## config.mk

```make
export PLATFORM = sky130hd
export DESIGN_NAME = exc_irq_manager
export DESIGN_NICKNAME = d
export VERILOG_FILES = /design/src/rtl/exc_irq_manager.sv
export SDC_FILE = /design/constraint.sdc
export NUM_CORES = 1
export LEC_CHECK = 0
export BUFFER_PORTS_ARGS = -buffer_cell sky130_fd_sc_hd__buf_4
export CORE_MARGIN = 5
export CORE_UTILIZATION = 52
export CTS_CLUSTER_DIAMETER = 50
export CTS_CLUSTER_SIZE = 28
export DETAILED_ROUTE_END_ITERATION = 6
export PLACE_DENSITY_LB_ADDON = 0.2
export SKIP_CTS_REPAIR_TIMING = 1
export SYNTH_ARGS = -nofsm -noshare
export SYNTH_HDL_FRONTEND = slang
export SYNTH_SLANG_ARGS = --single-unit
```

## constraint.sdc

```tcl
create_clock -name clk -period 5.45 [get_ports clk]
set_clock_uncertainty 0.15 [all_clocks]
set_input_delay 0.2725 -clock clk [delete_from_list [all_inputs] [get_ports clk]]
set_output_delay 0.2725 -clock clk [all_outputs]
set_load 0.02 [all_outputs]
```

## src/rtl/exc_irq_manager.sv

```systemverilog
// exc_irq_manager: latches edge-triggered IRQs, prioritises faults over IRQs, and redirects the PC to the vector or to ELR
module exc_irq_manager #(
  parameter int N = 64,
  parameter int N_IRQ = 4,
  parameter logic [N-1:0] EXC_VECTOR = 64'h00000000000000D8,
  localparam int IW = $clog2(N_IRQ)
) (
  input  logic             clk,
  input  logic             reset,
  input  logic [N_IRQ-1:0] irq_req,
  input  logic [N_IRQ-1:0] irq_mask,
  input  logic             not_an_instr,
  input  logic             eret,
  input  logic [N-1:0]     pc,
  output logic             ExtIRQ,
  output logic [N_IRQ-1:0] ExtIAck,
  output logic             exc_taken,
  output logic             eret_taken,
  output logic [N-1:0]     exc_vector,
  output logic [N-1:0]     elr,
  output logic [3:0]       esr,
  output logic [IW-1:0]    irq_id,
  output logic             in_handler
);
  localparam logic [0:0] RUN = 1'b0;
  localparam logic [0:0] HANDLER = 1'b1;
  logic [0:0] state;
  logic [N_IRQ-1:0] pending, irq_prev, cand, ack;
  logic [IW-1:0] sel_id;
  logic any, run, fault, take_irq, ret;
  assign cand = pending & irq_mask;
  // lowest-index enabled pending line
  always_comb begin
    sel_id = '0;
    any = 1'b0;
    for (int i = N_IRQ - 1; i >= 0; i--)
      if (cand[i]) begin
        sel_id = IW'(i);
        any = 1'b1;
      end
  end
  assign run = state == RUN;
  assign fault = not_an_instr | (run & eret);
  assign take_irq = run & ~not_an_instr & ~eret & any;
  assign ret = ~run & eret & ~not_an_instr;
  assign ack = take_irq ? N_IRQ'(1) << sel_id : '0;
  assign ExtIRQ = ~reset & take_irq;
  assign ExtIAck = reset ? '0 : ack;
  assign exc_taken = ~reset & (fault | take_irq);
  assign eret_taken = ~reset & ret;
  assign exc_vector = EXC_VECTOR;
  assign in_handler = state == HANDLER;
  // request latching plus RUN/HANDLER sequencing with ELR/ESR capture
  always_ff @(posedge clk or posedge reset) begin
    if (reset) begin
      state <= RUN;
      pending <= '0;
      irq_prev <= '0;
      elr <= '0;
      esr <= '0;
      irq_id <= '0;
    end else begin
      irq_prev <= irq_req;
      pending <= (pending & ~ack) | (irq_req & ~irq_prev);
      if (run && fault) begin
        elr <= pc;
        esr <= 4'b0010;
        state <= HANDLER;
      end else if (take_irq) begin
        elr <= pc + N'(4);
        esr <= 4'b0001;
        irq_id <= sel_id;
        state <= HANDLER;
      end else if (!run && not_an_instr) begin
        esr <= 4'b1111;
      end else if (ret) begin
        state <= RUN;
      end
    end
  end
endmodule

```

== After elaboration in Yosys (flattened, before gate mapping) ==
Index checks and enable logic that the tools add are counted.
Word-level totals
  register bits after elaboration: 79
  input port bits: 76
  output and inout port bits: 142
  logic and storage cells: 57
Operators by class
  $add $sub $neg: 1
  equal/unequal tests: 1
  shifts and indexed selects: 1
  mux-type cells: 19
  bitwise logic cells: 22
  reductions and logical operators: 7
Operator list (count)
  $mux 64: 2
  $add 64x3->64 const B: 1
  $mux 4: 5
  $and 4x4->4: 3
  $and 1x1->1: 9
  $mux 1: 8
  $mux 2: 4
  $not 4->4: 2
  $reduce_bool 3->1: 2
  $not 1->1: 5
  $or 4x4->4: 1
  $reduce_and 2->1: 2
  $shl 1x2->4 const A: 1
  $ne 3x3->1 const B: 1
  $logic_and 1x1->1: 2
  $or 1x1->1: 2
  $reduce_bool 2->1: 1

== Depth between registers and ports, before layout ==
  word-level depth: 10
  depth in mapped cells: 9
  mapped depth without buffers: 6

== Worst setup path after synthesis ==
No wires, ideal clock.
  path type: register to register
  from: reg state (netlist: in_handler)
  to: reg elr[41]
  library setup time: 0.082 ns
  arrival: 2.356 ns
  required time: 5.218 ns
  setup slack: 2.862 ns
  stages on the path, launching flop included: 8
  path buffers: 2
  period minus slack after synthesis: 2.588 ns
  path through: dfrtp_1 > clkbuf_1 > o21bai_2 > nand2b_1 > or4_1 > clkbuf_1 > or4_1 > a31oi_1
Between the ends
  word-level cells in the longest chain between the ends: 5
  elaborated cells between the ends (all ways): 9
  classes of those cells: 1 x mux; 6 x bitwise; 2 x reduce/logical
RTL lines
  start, declared: line 27  | logic [0:0] state;
  start signal, assigned: line 56  | state <= RUN;
  start signal, assigned: line 68  | state <= HANDLER;
  start signal, assigned: line 73  | state <= HANDLER;
  $not 1->1 *: line 42  | assign run = state == RUN;
  $and 1x1->1 (on tied branches): line 44, 43
  $and 1x1->1 or $or 1x1->1 (tied branches): line 44, 43
  $and 1x1->1 or $logic_and 1x1->1 (tied branches): line 44, 65
  $reduce_bool 2->1 (no source line) or $mux 64 (tied branches)
  end signal, assigned: line 66  | elr <= pc;
  end signal, assigned: line 70  | elr <= pc + N'(4);
  end, declared: line 20  | output logic [N-1:0] elr,
Every way passes the cells marked *; elsewhere a longest branch is shown, timed or not.
A chain may end at the register's enable or synchronous reset.

== Final worst setup path ==
Ends and elaborated chain as after synthesis.

==> reports/results.ini <==
[finish]
num-fill-cells = 802
layout.cells.non_filler = 877
insertedDiodeCount = 0
regArea_sq_mm = 0.00195
drive_gt1_share_pct = 24.5
multi_input_area_sq_mm = 0.00265
syn2layout_area_growth_pct = 24.5
post-route-util_pct = 66.9
final_area_sq_mm = 0.00624
nNetsFinal = 820

[timing]
hold_viol_final = 0
slew_headroom_pct = 41.5
rsz0062_at_grt = false
fmax_mhz = 345
finalCritPeriodShare_pct = 53.2
worstMarginPinSlew_ps = 869
hold_ws_ps = 7.27
final_max_slew_viol_count = 0
worst_slack_ps = 2550
setup_tns_ps = 0
setup_viol = 0
finalCriticalPeriod_ps = 2900

[worst_setup_path]
crit_path_end_kind = register
cpPeakStageDelay_ps = 860
worstReg2RegStart = in_handler$_DFFE_PP0P_
cp_cell_sequence = o21bai_2 > nand2b_1 > or4_1 > or4_1 > a31oi_1
ff2ff_setup_slack_ps = 2550
r2r_end = elr[41]$_DFFE_PP0P_
cp-start-kind = register
crit_required_ps = 5580
crit_path_top_delay_cell = or4_1
cp-endpoint = elr[41]$_DFFE_PP0P_
crit_fanout = 17
crit_type = register to register
crit_path_frequent_cell = or4_1
cp_top_family = simple AND/OR/NAND/NOR gates
arrival_ps = 3030
cp_num_buf_inv = 0
r2r_cells = 5
worst-path-stages = 5
cp-startpoint = in_handler$_DFFE_PP0P_

[routing]
drtIter0Drc = 272
drt-total-wl_mm = 14.4
drt-pass1-iter-count = 5
ant_nets = 0
vias = 4908
viasPerCell = 5.60
drc_errors = 0
wl_per_cell_microns = 16.4

[worst_hold_path]
whs_path_depth = 2
min_path_type = input pin to register

[synth]
ys_types = 49
synth_largest_area_cell = dfrtp_1
synth_area_leaders = dfrtp_1, buf_4, nand2_1
synth.most_common_cell = nand2_1
avgSynthCellArea_sq_um = 8.33
ys_async_sr_fraction_pct = 100
synth_common_cells = nand2_1, dfrtp_1, buf_4
ys.warnings.count = 0
yosysTopAreaCellShare_pct = 38.9
ys_ff_latch = 78
postSynthCellCount = 602
yosysSeqAreaShare_pct = 38.9
synth_enable_flop_cells = 0
ys.flop_type = dfrtp_1
synthesis.area_sq_mm = 0.00501

[floorplanning]
fp-row-count = 35
die_h_microns = 108
core-area_sq_mm = 0.00933
boundaryPins = 218
dieArea_sq_mm = 0.0117
start_util_pct = 53.8
die_x_microns = 108

[placed_design]
pre_cts_ws_ps = 2470
dp_hpwl_mm = 11.0
io_buffer_count = 153
dpl_cell_area_sq_mm = 0.00599
gp_congestion = 0.865
dp_cells = 854

[clocking]
cts_sinks = 78
clockBufferDepth = 2
root_buffer = clkbuf_8
cts_tree = built
cts_max_level = 3
cts_buffers = 9
clk_pin_slew_ps = 90
insertion_delay_ps = 360

[pwr]
ir_drop_v = 0.000162
finalPower_mw = 1.95
leakage_nw = 2.75
power.density_mw_per_mm2 = 313

[grt]
grt_pass1_vias = 4667
gr-usage-all-layers_pct = 24.0
overflow = 0
grt_pass1_wl_mm = 22.5
antenna_found_initial = 0
grt_max_degree = 73

[run_status]
status = complete, no violations

[job]
drv_cap = 0

-- state kept, by name, summed over array words and instances (netlist names) --
register,cells
elr,64
esr,3
in_handler,1
irq_id,2
irq_prev,4
pending,4
-- worst reg2reg max path: cells and delay by family (launching register included) --
family	cells	cell delay, ps
AO/OA/AOI/OAI	2	450
flip-flops	1	530
AND/OR/NAND/NOR	3	1700
-- cell usage in the layout, fill, tap and decap left out, drive strengths merged, types with 16 or more instances in the layout --
master / synthesis / routed
nand3: 39 / 39
nand2: 79 / 79
buf: 67 / 156
nand4: 20 / 20
or4: 29 / 29
inv: 17 / 16
dfrtp: 78 / 78
o21ai: 34 / 34
nor2: 39 / 39
conb: 2 / 64
a31oi: 25 / 25
-- worst min-delay path by stage --
stage / start / end
global placement: reset / esr[1]$_DFFE_PP0P_
floorplan: irq_req[0] / irq_prev[0]$_DFF_PP0_
finish: pc[2] / elr[2]$_DFFE_PP0P_
CTS: reset / pending[3]$_DFF_PP0_
detailed placement: reset / pending[2]$_DFF_PP0_
global route: pc[2] / elr[2]$_DFFE_PP0P_
-- metal layers --
| metal | track usage [%] | vias to the layer above | part of all wire (%) |
|---|---|---|---|
| met3 | 4.00 | 20 | 9.0 |
| met5 | 0 | - | 0 |
| met2 | 37.6 | 246 | 47 |
| met1 | 33.1 | 2296 | 42 |
| li1 | - | 2346 | - |
| met4 | 9.47 | 0 | 2.0 |
-- cell families (layout without fill, tap and decap cells) --
group	count (synthesis)	in the layout	share of synthesized area [%]
and+or+nand+nor	269	269	27.9
AOI/OAI and AO/OA	116	116	15.3
buffers and inverters	112	196	13.3
DFF	78	78	38.9
xor gates and xnor gates	22	22	3.84
other	2	64	0.150
muxes	2	2	0.424
adders and majority gates	1	1	0.249
-- report_power, final --
group	total, mW	internal [mW]	switching, mW
registers	0.801	0.714	0.0862
clock network	0.397	0.177	0.220
logic	0.754	0.304	0.451
total	1.95	1.20	0.757
-- layout make-up --
cell class	count	share of cell area (%)
Timing Repair Buffer	163	19.9
Clock inverter	5	0.561
Multi-Input combinational cell	474	42.4
Clock buffer	11	2.27
Tap cell	129	2.59
Inverter	17	1.04
Sequential cell	78	31.3
Note: power is estimated with default switching activity, not from simulation.
